===== config.mk =====
export PLATFORM = sky130hd
export DESIGN_NAME = lcd_write_arbiter
export DESIGN_NICKNAME = d
export VERILOG_FILES = /design/src/rtl/lcd_write_arbiter.sv
export SDC_FILE = /design/constraint.sdc
export NUM_CORES = 1
export LEC_CHECK = 0
export BUFFER_PORTS_ARGS = -buffer_cell sky130_fd_sc_hd__buf_2
export CELL_PAD_IN_SITES_DETAIL_PLACEMENT = 1
export CELL_PAD_IN_SITES_GLOBAL_PLACEMENT = 1
export CORE_MARGIN = 2
export CORE_UTILIZATION = 30
export CTS_CLUSTER_DIAMETER = 120
export DETAILED_ROUTE_END_ITERATION = 8
export GPL_TIMING_DRIVEN = 0
export PLACE_DENSITY_LB_ADDON = 0.1
export SLEW_MARGIN = 15
export SYNTH_ARGS = -nofsm -noshare
export SYNTH_HDL_FRONTEND = slang
export SYNTH_SLANG_ARGS = --single-unit

===== constraint.sdc =====
create_clock -name clk -period 2.5 [get_ports clk]
set_input_delay 0.125 -clock clk [delete_from_list [all_inputs] [get_ports clk]]
set_output_delay 0.125 -clock clk [all_outputs]
set_load 0.02 [all_outputs]

===== src/rtl/lcd_write_arbiter.sv =====
// rtl/lcd_write_arbiter.sv - two-requester arbiter for the LCD byte writer with settle delay and wr_finish timeout
module lcd_write_arbiter #(
    parameter int unsigned CNT_W       = 20,
    parameter int unsigned SHORT_DELAY = 2000,
    parameter int unsigned LONG_DELAY  = 82000,
    parameter int unsigned TIMEOUT     = 1000
) (
    input  logic       clk,
    input  logic       rst,
    input  logic       init_active,
    input  logic       req0,
    input  logic       rs0,
    input  logic [7:0] data0,
    input  logic       req1,
    input  logic       rs1,
    input  logic [7:0] data1,
    output logic       ack0,
    output logic       ack1,
    output logic [1:0] grant,
    output logic       wr_enable,
    output logic       wr_rs,
    output logic [7:0] wr_data,
    input  logic       wr_finish,
    output logic       busy,
    output logic       timeout_err
);

    typedef enum logic [1:0] {
        ST_IDLE,
        ST_ISSUE,
        ST_WAIT,
        ST_HOLD
    } state_t;

    localparam logic [CNT_W-1:0] SHORT_CNT   = CNT_W'(SHORT_DELAY);
    localparam logic [CNT_W-1:0] LONG_CNT    = CNT_W'(LONG_DELAY);
    localparam logic [CNT_W-1:0] TIMEOUT_CNT = CNT_W'(TIMEOUT);

    state_t             state_q, state_d;
    logic [CNT_W-1:0]   cnt_q, cnt_d;
    logic               last_owner_q, last_owner_d;
    logic [1:0]         grant_q, grant_d;
    logic               wr_enable_q, wr_enable_d;
    logic               wr_rs_q, wr_rs_d;
    logic [7:0]         wr_data_q, wr_data_d;
    logic               ack0_q, ack0_d;
    logic               ack1_q, ack1_d;
    logic               timeout_err_q, timeout_err_d;
    logic               busy_q, busy_d;

    logic               elig0;
    logic               elig1;
    logic               pick1;
    logic               long_cmd;
    logic [CNT_W-1:0]   cnt_dec;

    assign elig0    = req0;
    assign elig1    = req1 & ~init_active;
    // On a tie the requester that did not own the last transaction wins.
    assign pick1    = elig1 & (~elig0 | ~last_owner_q);
    // Clear display and return home need the long HD44780 settle time.
    assign long_cmd = ~wr_rs_q & ((wr_data_q == 8'h01) | (wr_data_q == 8'h02) | (wr_data_q == 8'h03));
    assign cnt_dec  = (cnt_q == '0) ? '0 : cnt_q - 1'b1;

    always_comb begin
        state_d       = state_q;
        cnt_d         = cnt_q;
        last_owner_d  = last_owner_q;
        grant_d       = grant_q;
        wr_enable_d   = 1'b0;
        wr_rs_d       = wr_rs_q;
        wr_data_d     = wr_data_q;
        ack0_d        = 1'b0;
        ack1_d        = 1'b0;
        timeout_err_d = timeout_err_q;

        case (state_q)
            ST_IDLE: begin
                if (elig0 | elig1) begin
                    grant_d      = pick1 ? 2'b10 : 2'b01;
                    last_owner_d = pick1;
                    wr_rs_d      = pick1 ? rs1 : rs0;
                    wr_data_d    = pick1 ? data1 : data0;
                    state_d      = ST_ISSUE;
                end
            end
            ST_ISSUE: begin
                wr_enable_d = 1'b1;
                cnt_d       = TIMEOUT_CNT;
                state_d     = ST_WAIT;
            end
            ST_WAIT: begin
                if (wr_finish) begin
                    cnt_d   = long_cmd ? LONG_CNT : SHORT_CNT;
                    ack0_d  = grant_q[0];
                    ack1_d  = grant_q[1];
                    state_d = ST_HOLD;
                end else if (cnt_dec == '0) begin
                    // Aborted byte: the controller state is unknown, so only the short settle applies.
                    timeout_err_d = 1'b1;
                    cnt_d         = SHORT_CNT;
                    ack0_d        = grant_q[0];
                    ack1_d        = grant_q[1];
                    state_d       = ST_HOLD;
                end else begin
                    cnt_d = cnt_dec;
                end
            end
            ST_HOLD: begin
                if (cnt_q == '0) begin
                    grant_d   = 2'b00;
                    wr_rs_d   = 1'b0;
                    wr_data_d = 8'h00;
                    state_d   = ST_IDLE;
                end else begin
                    cnt_d = cnt_dec;
                end
            end
            default: begin
                state_d = ST_IDLE;
            end
        endcase

        busy_d = (state_d != ST_IDLE);
    end

    always_ff @(posedge clk or negedge rst) begin
        if (!rst) begin
            state_q       <= ST_IDLE;
            cnt_q         <= '0;
            last_owner_q  <= 1'b1;
            grant_q       <= 2'b00;
            wr_enable_q   <= 1'b0;
            wr_rs_q       <= 1'b0;
            wr_data_q     <= 8'h00;
            ack0_q        <= 1'b0;
            ack1_q        <= 1'b0;
            timeout_err_q <= 1'b0;
            busy_q        <= 1'b0;
        end else begin
            state_q       <= state_d;
            cnt_q         <= cnt_d;
            last_owner_q  <= last_owner_d;
            grant_q       <= grant_d;
            wr_enable_q   <= wr_enable_d;
            wr_rs_q       <= wr_rs_d;
            wr_data_q     <= wr_data_d;
            ack0_q        <= ack0_d;
            ack1_q        <= ack1_d;
            timeout_err_q <= timeout_err_d;
            busy_q        <= busy_d;
        end
    end

    assign ack0        = ack0_q;
    assign ack1        = ack1_q;
    assign grant       = grant_q;
    assign wr_enable   = wr_enable_q;
    assign wr_rs       = wr_rs_q;
    assign wr_data     = wr_data_q;
    assign busy        = busy_q;
    assign timeout_err = timeout_err_q;

endmodule


==> results of run 1 <==
stage by stage:
step                util (%)  hold WS (ns)  TNS (ns)
CTS                     39.5       0.00205   -0.0556
global route            41.8        0.0398     -1.41
floorplan                  -        -0.171         0
global placement        34.8         0.339     -7.78
finish                  41.8       -0.0411         0
detailed placement      34.8         0.338     -8.31
power breakdown:
group          switching, mW  internal (mW)  leakage (nW)  total (mW)
registers              0.225          0.788         0.474        1.01
clock network          0.261          0.298        0.0581       0.559
logic                  0.804          0.606         0.913        1.41
routing by layer:
metal | track usage [%] | share of wire [%]
met5 | 0 | 0
met4 | 4.52 | 0.70
met3 | 3.40 | 4.2
met2 | 33.5 | 48
met1 | 30.0 | 47
worst max-delay path, cell delays in order, from the launching register on:
cell	delay (ns)
sky130_fd_sc_hd__dfrtp_2	0.38
sky130_fd_sc_hd__inv_2	0.05
sky130_fd_sc_hd__buf_4	0.12
sky130_fd_sc_hd__buf_4	0.12
sky130_fd_sc_hd__buf_4	0.13
sky130_fd_sc_hd__ha_4	0.15
sky130_fd_sc_hd__nand4b_1	0.23
sky130_fd_sc_hd__nor4b_4	0.30
sky130_fd_sc_hd__a211oi_4	0.06
sky130_fd_sc_hd__buf_4	0.19
sky130_fd_sc_hd__or2_2	0.32
sky130_fd_sc_hd__a22oi_1	0.20
sky130_fd_sc_hd__o21ai_1	0.08
cells in the final DEF, fill, tap and decap left out, types with 3 or more instances in the layout:
cell type,instances
sky130_fd_sc_hd__o211ai_1,3
sky130_fd_sc_hd__nor2_1,21
sky130_fd_sc_hd__mux2i_1,7
sky130_fd_sc_hd__nand4_1,6
sky130_fd_sc_hd__buf_2,42
sky130_fd_sc_hd__o311ai_2,3
sky130_fd_sc_hd__nor4_1,3
sky130_fd_sc_hd__or2_2,4
sky130_fd_sc_hd__buf_4,31
sky130_fd_sc_hd__o21ai_2,3
sky130_fd_sc_hd__a21oi_1,9
sky130_fd_sc_hd__clkbuf_8,5
sky130_fd_sc_hd__a21o_4,3
sky130_fd_sc_hd__nand2b_1,3
sky130_fd_sc_hd__inv_1,6
sky130_fd_sc_hd__dfrtp_1,36
sky130_fd_sc_hd__nor3_1,9
sky130_fd_sc_hd__a221o_1,3
sky130_fd_sc_hd__o21ai_1,7
sky130_fd_sc_hd__o21ai_0,16
sky130_fd_sc_hd__nor4b_1,4
sky130_fd_sc_hd__a21o_1,3
sky130_fd_sc_hd__nand3_1,5
sky130_fd_sc_hd__clkbuf_1,5
sky130_fd_sc_hd__nor2_2,4
sky130_fd_sc_hd__o31ai_1,8
sky130_fd_sc_hd__a22o_1,3
sky130_fd_sc_hd__nor2b_1,5
sky130_fd_sc_hd__or3_1,3
sky130_fd_sc_hd__nand2_1,27
path summary, 6_finish.rpt:
path | depth (start not counted) | to | slack [ns]
setup / recovery | 12 | cnt_q[8]$_DFFE_PN0P_ | 0.03
hold / removal | 1 | cnt_q[13]$_DFFE_PN0P_ | -0.04
setup reg to reg | 12 | cnt_q[8]$_DFFE_PN0P_ | 0.03
hold reg to reg | 1 | timeout_err$_DFFE_PN0P_ | 0.50
max in group asynchronous | 1 | cnt_q[1]$_DFFE_PN0P_ | 1.91
min in group clk | 2 | wr_data[5]$_DFFE_PN0P_ | 0.06
area by class of cell:
cell class,count,area share (%)
Inverter,9,1.10
Sequential cell,39,28.8
Tap cell,105,3.87
Timing Repair Buffer,67,12.0
Multi-Input combinational cell,222,48.9
Buffer,13,1.99
Clock buffer,5,2.03
Clock inverter,3,1.29
sequential cells by signal, indices dropped and copies added (netlist names):
register      flops
grant             2
timeout_err       1
ack1              1
busy              1
wr_rs             1
wr_enable         1
wr_data           8
cnt_q            20
last_owner_q      1
ack0              1
state_q           2
cells by family after synthesis:
kind of cell,after synthesis
DFF,39
xor gates and xnor gates,5
adders and majority gates,2
AOI/OAI and AO/OA,85
muxes,7
and+or+nand+nor,121
buffers and inverters,26
what timing repair did:
action | CTS | global route
setup endpoints to repair | 25 | 33
resized for setup | 32 | 40
pin swaps | 11 | 7
cloned | 2 | 0
setup buffers | 16 | 14
==> results.sh, run 1 <==
export IMPL_grt_first_pass_wirelength_um=14400
export IMPL_drc_errors=0
export IMPL_drt_iter0_markers=150
export IMPL_cts_clk_slew_worst_paths_ns=0.09
export IMPL_post_drt_via_cell_ratio=5.61
export IMPL_port_buffer_count=39
export IMPL_total_area_of_multi_input_combinational_cells_mm2=0.00166
export IMPL_worst_setup_path_startpoint="cnt_q[0]$_DFFE_PN0P_"
export IMPL_outcome="finished with violations"
export IMPL_worst_ir_drop_vdd_mv=0.327
export IMPL_final_design_area_no_fill_mm2=0.00340
export IMPL_final_min_clock_period_ns=2.47
export IMPL_detailedPlacementHpwl_um=6100
export IMPL_timing_critical_path_from_type="flop"
export IMPL_violations="negative hold slack"
export IMPL_timing_hold_violations_final=38
export IMPL_drt_antenna_violating_nets=0
export IMPL_fillers=962
export IMPL_worst_hold_path_type="input port to async pin"
export IMPL_synth_top_family_by_area="simple AND/OR/NAND/NOR gates"
export IMPL_synthSimpleGateAreaFrac_pct=27.0
export IMPL_final_critical_path_setup_slack_ns=0.0277
export IMPL_postRouteWirelength_um=9140
export IMPL_initial_utilization_pct=30.8
export IMPL_sequential_element_share_of_the_synthesized_area_pct=39.0
export IMPL_critPathRequiredTime_ns=2.68
export IMPL_synth_top_cells_by_area="sky130_fd_sc_hd__dfrtp_1, sky130_fd_sc_hd__o21ai_0, sky130_fd_sc_hd__nand2_1"
export IMPL_regToRegStartpoint="cnt_q[0]$_DFFE_PN0P_"
export IMPL_instances_no_fill=463
export IMPL_cts_buffers=5
export IMPL_worst_hold_slack_ns=-0.0411
export IMPL_netlist_instances=285
export IMPL_postSynthRegisterBits=39
export IMPL_ys_top_cells_by_count="sky130_fd_sc_hd__dfrtp_1, sky130_fd_sc_hd__nand2_1, sky130_fd_sc_hd__nor2_1"
export IMPL_synth_async_sr_flop_share_pct=100
export IMPL_grt_ovfl_total=0
export IMPL_h_tree_level_count=2
export IMPL_syn_area_per_cell_um2=8.79
export IMPL_report_power_total_mw=2.98
export IMPL_yosysTopAreaCellShare_pct=38.0
export IMPL_insertedDiodeCount=0
export IMPL_clock_fmax_mhz=404
export IMPL_dominantRegCellSynth="sky130_fd_sc_hd__dfrtp_1"
export IMPL_synth_net_count=311
export IMPL_synth_xor_area_share_pct=1.75
export IMPL_cts_root_buffer="sky130_fd_sc_hd__clkbuf_8"
export IMPL_antenna_found_initial=0
export IMPL_worst_setup_path_end_kind="flop"
export IMPL_area_sequential_um2=980
export IMPL_drt_pass_1_iters=4
export IMPL_synth_edf_count=0
export IMPL_overall_die_area_mm2=0.00910
export IMPL_area_overhead_vs_synth_pct=35.7
export IMPL_place_inst=429
export IMPL_first_global_vias=2581
export IMPL_crit_arrival_ns=2.65
export IMPL_place_congestion=0.776
export IMPL_fin_skew_ns=0.0125
export IMPL_critical_path_class="flop to flop"
export IMPL_postPlaceCellArea_mm2=0.00283
export IMPL_routedWlPerCell_um=19.7
export IMPL_io_pins=40
export IMPL_post_place_ws_ns=-0.502
export IMPL_cts_hold_fix_buffers=0
export IMPL_most_instantiated_library_cell_after_synthesis="sky130_fd_sc_hd__dfrtp_1"
export IMPL_period_share_pct=98.9
export IMPL_mappedNetlistArea_mm2=0.00250
export IMPL_synth_mux_area_share_pct=2.80
export IMPL_unrepaired_setup_endpoints_after_global_routing="yes"
export IMPL_core_rowCount=33
export IMPL_static_leakage_power_nw=1.44
export IMPL_final_max_slew_viol_count=0
export IMPL_clock_sinks=39
export IMPL_tritoncts="done"
export IMPL_die_height_um=95.4
export IMPL_power_per_cell_area_mw_per_mm2=878
export IMPL_worstMarginPinSlew_ns=0.946
export IMPL_setup_viol=0
export IMPL_yosys_area_share_adder_pct=0.999
export IMPL_cp_max_fo=7
export IMPL_yosys_warnings=0
export IMPL_max_cap_violations=0
export IMPL_largest_net_degree_at_the_start_of_global_routing=40
export IMPL_synthDominantAreaCellType="sky130_fd_sc_hd__dfrtp_1"
export IMPL_core_area_mm2=0.00813
export IMPL_layout_drive_gt1_share_pct=38.5
export IMPL_synth_compound_gate_area_share_pct=24.1
export IMPL_layout_nets=383
export IMPL_insertion_delay_of_the_later_clocked_pin_in_the_worst_skew_pair_ns=0.30
export IMPL_fp_dieW_um=95.4
export IMPL_timing_slew_headroom_pct=36.9
export IMPL_synth_cell_types=60
export IMPL_groute_usage_overall_pct=21.0
export IMPL_vias=2599
export IMPL_ctsLongestPathBuffers=2
Power figures use the tool's default switching activity.
==> run 2: changes to the inputs <==
Settings changed: ABC_AREA set to 1.
==> results.sh, run 2 <==
export IMPL_outcome="finished with violations"
export IMPL_violations="negative hold slack"
export IMPL_first_global_vias=2916
export IMPL_global_route_usage_met1_pct=27.9
export IMPL_postSynthRegisterBits=39
export IMPL_synth_async_sr_flop_share_pct=100
export IMPL_timing_slew_headroom_pct=37.0
export IMPL_internal_power_mw=1.20
export IMPL_clock_sinks=39
export IMPL_cp_max_fo=10
export IMPL_critPathRequiredTime_ns=2.69
export IMPL_final_critical_path_setup_slack_ns=0.173
export IMPL_cts_clk_slew_worst_paths_ns=0.09
export IMPL_layout_cells_most_common="sky130_fd_sc_hd__nand2_1"
export IMPL_timing_critical_path_from_type="flop"
export IMPL_drt_iter0_markers=119
export IMPL_gr_usage_met2_pct=36.4
export IMPL_vias=2811
export IMPL_grt_ovfl_total=0
export IMPL_synth_edf_count=0
export IMPL_port_buffer_count=39
export IMPL_max_cap_violations=0
export IMPL_cts_buffers=5
export IMPL_initial_utilization_pct=30.6
export IMPL_synth_net_count=414
export IMPL_largest_reg_flops=20
export IMPL_grt_first_pass_wirelength_um=15600
export IMPL_synthSimpleGateAreaFrac_pct=41.7
export IMPL_fp_dieW_um=97.6
export IMPL_grt_met3_usage_pct=2.52
export IMPL_kind_of_cell_adding_the_most_delay_to_the_critical_path="simple AND/OR/NAND/NOR gates"
export IMPL_final_core_util_pct=36.4
export IMPL_worstMarginPinSlew_ns=0.946
export IMPL_worst_ir_drop_vdd_mv=0.254
export IMPL_routedWlPerCell_um=17.5
export IMPL_detailedPlacementHpwl_um=7370
export IMPL_insertion_delay_of_the_later_clocked_pin_in_the_worst_skew_pair_ns=0.30
export IMPL_h_tree_level_count=2
export IMPL_tritoncts="done"
export IMPL_layout_nets=462
export IMPL_power_share_switching_pct=45.0
export IMPL_dominantRegCellSynth="sky130_fd_sc_hd__dfrtp_1"
export IMPL_yosysTopAreaCellShare_pct=36.2
export IMPL_synth_mux_area_share_pct=0
export IMPL_setup_viol=0
export IMPL_core_rowCount=34
export IMPL_p_seq_share_pct=38.8
export IMPL_drt_pass_1_iters=5
export IMPL_sequential_element_share_of_the_synthesized_area_pct=37.2
export IMPL_drc_errors=0
export IMPL_critical_path_buf_inv_count=1
export IMPL_netlist_instances=388
export IMPL_groute_usage_overall_pct=20.7
export IMPL_power_per_cell_area_mw_per_mm2=695
export IMPL_worst_hold_path_type="input port to async pin"
export IMPL_post_place_ws_ns=-0.108
export IMPL_period_share_pct=93.1
export IMPL_critical_path_cell_chain="nor2_2, nand2_1, nor2_4, nand3_4, buf_12, o21ai_1, nand2_1, nor2_2, nand2_1, nor2_2, nand2_2, nand2_2, nand2_2, nand3_1, nand2_1"
export IMPL_postRouteWirelength_um=9540
export IMPL_fin_skew_ns=0.0104
export IMPL_cp_slowest_cell="sky130_fd_sc_hd__dfrtp_1"
export IMPL_most_instantiated_library_cell_after_synthesis="sky130_fd_sc_hd__nand2_1"
export IMPL_final_max_slew_viol_count=0
export IMPL_p_comb_share_pct=40.5
export IMPL_timing_hold_violations_final=38
export IMPL_post_drt_via_cell_ratio=5.16
export IMPL_worst_path_largest_cell_delay_ns=0.46
export IMPL_power_net_switching_uw=978
export IMPL_place_congestion=0.863
export IMPL_synth_xor_area_share_pct=0
export IMPL_final_design_area_no_fill_mm2=0.00313
export IMPL_top_register="cnt_q"
export IMPL_worst_setup_path_end_kind="flop"
export IMPL_synthDominantAreaCellType="sky130_fd_sc_hd__dfrtp_1"
export IMPL_drt_antenna_violating_nets=0
export IMPL_synth_top_cells_by_area="sky130_fd_sc_hd__dfrtp_1, sky130_fd_sc_hd__nand2_1, sky130_fd_sc_hd__nand3_1"
export IMPL_critical_path_class="flop to flop"
export IMPL_clock_fmax_mhz=430
export IMPL_postPlaceCellArea_mm2=0.00296
export IMPL_cts_hold_fix_buffers=0
export IMPL_cts_root_buffer="sky130_fd_sc_hd__clkbuf_8"
export IMPL_core_area_mm2=0.00859
export IMPL_largest_net_degree_at_the_start_of_global_routing=40
export IMPL_synth_compound_gate_area_share_pct=11.7
export IMPL_synth_top_family_by_area="simple AND/OR/NAND/NOR gates"
export IMPL_area_overhead_vs_synth_pct=19.0
export IMPL_synth_cell_types=32
export IMPL_final_min_clock_period_ns=2.33
export IMPL_layout_drive_gt1_share_pct=20.6
export IMPL_worst_hold_slack_ns=-0.0452
export IMPL_io_pins=40
export IMPL_overall_die_area_mm2=0.00953
export IMPL_commonest_cells_after_routing_fill_and_taps_aside="sky130_fd_sc_hd__nand2_1, sky130_fd_sc_hd__nand3_1, sky130_fd_sc_hd__nor2_1"
export IMPL_antenna_found_initial=0
export IMPL_static_leakage_power_nw=1.53
export IMPL_die_height_um=97.6
export IMPL_fin_tns_setup_ns=0
export IMPL_insertedDiodeCount=0
export IMPL_ys_top_cells_by_count="sky130_fd_sc_hd__nand2_1, sky130_fd_sc_hd__nand3_1, sky130_fd_sc_hd__nor2_1"
export IMPL_yosys_warnings=0
export IMPL_critical_path_top_cell_by_count="sky130_fd_sc_hd__nand2_1"
export IMPL_busiest_layer="met2"
export IMPL_yosys_area_share_adder_pct=0.952
export IMPL_mappedNetlistArea_mm2=0.00263
export IMPL_unrepaired_setup_endpoints_after_global_routing="no"
export IMPL_ctsLongestPathBuffers=2
export IMPL_crit_arrival_ns=2.51
export IMPL_syn_area_per_cell_um2=6.78
export IMPL_clock_power_share_pct=20.7
run 2: per-stage QoR:
stage               instances  power (mW)
global route              545        2.35
detailed placement        535        1.68
global placement          535        1.67
finish                    545        2.17
CTS                       543        2.15
floorplan                 388        1.40
run 2: kinds of logic (layout without fill, tap and decap cells):
kind of cell / count (synthesis) / after routing
fa+ha+maj: 2 / 2
simple gates: 245 / 245
flops: 39 / 39
compound gates: 47 / 47
buf+inv: 55 / 104
run 2: worst reg2reg max path: stages, from the launching register on:
cell,delay [ns]
sky130_fd_sc_hd__dfrtp_1,0.46
sky130_fd_sc_hd__nor2_2,0.18
sky130_fd_sc_hd__nand2_1,0.12
sky130_fd_sc_hd__nor2_4,0.17
sky130_fd_sc_hd__nand3_4,0.17
sky130_fd_sc_hd__buf_12,0.20
sky130_fd_sc_hd__o21ai_1,0.08
sky130_fd_sc_hd__nand2_1,0.08
sky130_fd_sc_hd__nor2_2,0.14
sky130_fd_sc_hd__nand2_1,0.09
sky130_fd_sc_hd__nor2_2,0.14
sky130_fd_sc_hd__nand2_2,0.09
sky130_fd_sc_hd__nand2_2,0.09
sky130_fd_sc_hd__nand2_2,0.07
sky130_fd_sc_hd__nand3_1,0.09
sky130_fd_sc_hd__nand2_1,0.05
run 2: layer usage:
layer  vias up  share of wire, %
met1      1385                46
met5         -                 0
met4         0              0.63
met3         6               3.1
li1       1382                 -
met2        38                50
run 2: repair_timing:
action,CTS,global route
resized for setup,4,19
pin swaps,0,1
cloned,0,1
setup endpoints to repair,23,21
setup buffers,0,1
run 2: path summary, 6_finish.rpt:
path                                          startpoint                  endpoint  slack [ns]  cells after the start
worst max-delay path                cnt_q[8]$_DFFE_PN0P_      cnt_q[2]$_DFFE_PN0P_        0.17                     15
worst min-delay path                                 rst     cnt_q[16]$_DFFE_PN0P_       -0.05                      1
worst max register to register      cnt_q[8]$_DFFE_PN0P_      cnt_q[2]$_DFFE_PN0P_        0.17                     15
worst min register to register  last_owner_q$_DFFE_PN1P_  last_owner_q$_DFFE_PN1P_        0.47                      2
max in group asynchronous                            rst      cnt_q[7]$_DFFE_PN0P_        1.94                      1
min in group clk                                data0[7]    wr_data[7]$_DFFE_PN0P_        0.08                      3
run 2: power groups by stage:
| stage | clock network, mW | registers, mW | logic, mW |
|---|---|---|---|
| final | 0.450 | 0.844 | 0.880 |
| after global routing | 0.492 | 0.858 | 1.00 |
| after CTS | 0.466 | 0.833 | 0.848 |
| after detailed placement | 0 | 0.845 | 0.832 |
| after global placement | 0 | 0.842 | 0.831 |
| after floorplan | 0 | 0.816 | 0.586 |
run 2: layout make-up:
class	count	area, um^2
Clock inverter	2	12.5
Inverter	46	176
Clock buffer	6	72.6
Fill cell	1130	5470
Timing Repair inverter	1	5.00
Sequential cell	39	977
Timing Repair Buffer	40	203
Multi-Input combinational cell	294	1480
Tap cell	108	135
Buffer	9	62.6
==> run 3: changes to the inputs <==
Settings changed: CTS_BUF_LIST set to sky130_fd_sc_hd__clkbuf_4.
==> results.sh, run 3 (synthesized netlist as in run 2, its figures left out) <==
export IMPL_antenna_found_initial=0
export IMPL_worst_hold_path_type="input port to flop"
export IMPL_insertedDiodeCount=0
export IMPL_place_congestion=0.863
export IMPL_area_sequential_um2=978
export IMPL_ctsLongestPathBuffers=2
export IMPL_fillers=1135
export IMPL_fin_skew_ns=0.0156
export IMPL_power_per_cell_area_mw_per_mm2=665
export IMPL_setup_viol=0
export IMPL_fin_tns_setup_ns=0
export IMPL_cts_clk_slew_worst_paths_ns=0.15
export IMPL_cp_max_fo=10
export IMPL_final_max_slew_viol_count=0
export IMPL_outcome="finished, final reports clean"
export IMPL_grt_first_pass_wirelength_um=15700
export IMPL_timing_critical_path_from_type="flop"
export IMPL_postRouteWirelength_um=9610
export IMPL_insertion_delay_of_the_later_clocked_pin_in_the_worst_skew_pair_ns=0.37
export IMPL_largest_net_degree_at_the_start_of_global_routing=40
export IMPL_layout_drive_gt1_share_pct=20.8
export IMPL_grt_ovfl_total=0
export IMPL_worst_ir_drop_vdd_mv=0.262
export IMPL_overall_die_area_mm2=0.00953
export IMPL_critPathRequiredTime_ns=2.76
export IMPL_final_min_clock_period_ns=2.33
export IMPL_first_global_vias=2920
export IMPL_h_tree_level_count=2
export IMPL_postPlaceCellArea_mm2=0.00296
export IMPL_port_buffer_count=39
export IMPL_detailedPlacementHpwl_um=7370
export IMPL_critical_path_class="flop to flop"
export IMPL_fp_dieW_um=97.6
export IMPL_timing_hold_violations_final=0
export IMPL_largest_reg_flops=20
export IMPL_worstMarginPinSlew_ns=0.945
export IMPL_clock_sinks=39
export IMPL_post_drt_via_cell_ratio=5.16
export IMPL_groute_usage_overall_pct=20.8
export IMPL_timing_slew_headroom_pct=37.0
export IMPL_routedWlPerCell_um=17.5
export IMPL_static_leakage_power_nw=1.54
export IMPL_tritoncts="done"
export IMPL_initial_utilization_pct=30.6
export IMPL_commonest_cells_after_routing_fill_and_taps_aside="sky130_fd_sc_hd__nand2_1, sky130_fd_sc_hd__nand3_1, sky130_fd_sc_hd__nor2_1"
export IMPL_drt_iter0_markers=132
export IMPL_io_pins=40
export IMPL_vias=2839
export IMPL_cts_buffers=5
export IMPL_drt_pass_1_iters=4
export IMPL_layout_nets=467
export IMPL_total_area_of_multi_input_combinational_cells_mm2=0.00148
export IMPL_layout_cells_most_common="sky130_fd_sc_hd__nand2_1"
export IMPL_final_design_area_no_fill_mm2=0.00315
export IMPL_core_rowCount=34
export IMPL_max_cap_violations=0
export IMPL_core_area_mm2=0.00859
export IMPL_drc_errors=0
export IMPL_drt_antenna_violating_nets=0
export IMPL_area_overhead_vs_synth_pct=19.9
export IMPL_die_height_um=97.6
export IMPL_unrepaired_setup_endpoints_after_global_routing="no"
export IMPL_crit_arrival_ns=2.59
export IMPL_clock_fmax_mhz=429
export IMPL_worst_setup_path_end_kind="flop"
export IMPL_cts_root_buffer="sky130_fd_sc_hd__clkbuf_4"
export IMPL_period_share_pct=93.2
export IMPL_top_register="cnt_q"
## run 3: changes by cell type in the layout (fill, tap and decap cells not counted)
| cell | previous run | this run |
|---|---|---|
| sky130_fd_sc_hd__clkbuf_8 | 5 | 0 |
| sky130_fd_sc_hd__dlygate4sd3_1 | 0 | 5 |
| sky130_fd_sc_hd__dfrtp_2 | 0 | 1 |
| sky130_fd_sc_hd__clkbuf_4 | 0 | 6 |
| sky130_fd_sc_hd__clkbuf_1 | 4 | 3 |
| sky130_fd_sc_hd__dfrtp_1 | 38 | 37 |
## run 3: worst max-delay path: stages, from the launching register on
cell and delay, ns:
sky130_fd_sc_hd__dfrtp_1 0.47, sky130_fd_sc_hd__nor2_2 0.22, sky130_fd_sc_hd__nand2_2 0.14, sky130_fd_sc_hd__nor2_4 0.12, sky130_fd_sc_hd__nand3_4 0.15, sky130_fd_sc_hd__buf_12 0.20
sky130_fd_sc_hd__o21ai_1 0.08, sky130_fd_sc_hd__nand2_1 0.08, sky130_fd_sc_hd__nor2_2 0.14, sky130_fd_sc_hd__nand2_1 0.09, sky130_fd_sc_hd__nor2_2 0.14, sky130_fd_sc_hd__nand2_2 0.09
sky130_fd_sc_hd__nand2_2 0.09, sky130_fd_sc_hd__nand2_2 0.07, sky130_fd_sc_hd__nand3_1 0.09, sky130_fd_sc_hd__nand2_1 0.05
## run 3: final cells by class
class                           instances  area share (%)
Multi-Input combinational cell        294            47.1
Sequential cell                        39            31.0
Timing Repair Buffer                   45            8.02
Inverter                               46            5.60
Tap cell                              108            4.29
Buffer                                  9            1.98
Clock buffer                            6            1.43
Clock inverter                          2           0.397
Timing Repair inverter                  1           0.159
## run 3: report_power, final
part | switching (mW) | total, mW | internal (mW) | leakage, nW
Sequential | 0.126 | 0.845 | 0.719 | 0.479
Combinational | 0.594 | 0.882 | 0.288 | 1.03
Clock | 0.249 | 0.369 | 0.120 | 0.0317
## run 3: what timing repair did
item                                    CTS  global route
gates cloned                              0             1
gates resized for setup                   4            20
hold buffers                              5             0
pin swaps                                 0             1
buffers inserted                          0             1
endpoints found under the hold margin    42             0
endpoints found under the setup margin   23            21
## run 3: metal layers
metal	part of all wire, %	vias to the layer above	GRT usage [%]
met2	50	47	36.0
met1	46	1393	28.4
met4	0.69	0	3.42
li1	-	1392	-
met3	3.3	7	2.73
met5	0	-	0
## run 3: metrics by stage
stage / std cells / util, % / power [mW] / hold WS (ns) / setup slack (ns)
2_1_floorplan: 388 / - / 1.40 / -0.171 / 0.606
3_3_place_gp: 535 / 34.4 / 1.67 / 0.332 / -0.0609
3_5_place_dp: 535 / 34.4 / 1.68 / 0.330 / -0.108
4_1_cts: 548 / 35.8 / 2.07 / 0.00473 / 0.0219
5_1_grt: 550 / 36.7 / 2.28 / 0.00911 / 0.00603
6_report: 550 / 36.7 / 2.10 / 0.0183 / 0.169
## run 3: worst paths after layout
check                                          from                        to  slack, ns  cells past startpoint
min in group asynchronous                       rst     cnt_q[16]$_DFFE_PN0P_       0.41                      2
setup reg to reg               cnt_q[5]$_DFFE_PN0P_      cnt_q[2]$_DFFE_PN0P_       0.17                     15
max in group asynchronous                       rst      cnt_q[8]$_DFFE_PN0P_       1.46                      2
hold / removal                             data0[2]    wr_data[2]$_DFFE_PN0P_       0.02                      3
hold reg to reg            last_owner_q$_DFFE_PN1P_  last_owner_q$_DFFE_PN1P_       0.48                      2
setup / recovery               cnt_q[5]$_DFFE_PN0P_      cnt_q[2]$_DFFE_PN0P_       0.17                     15
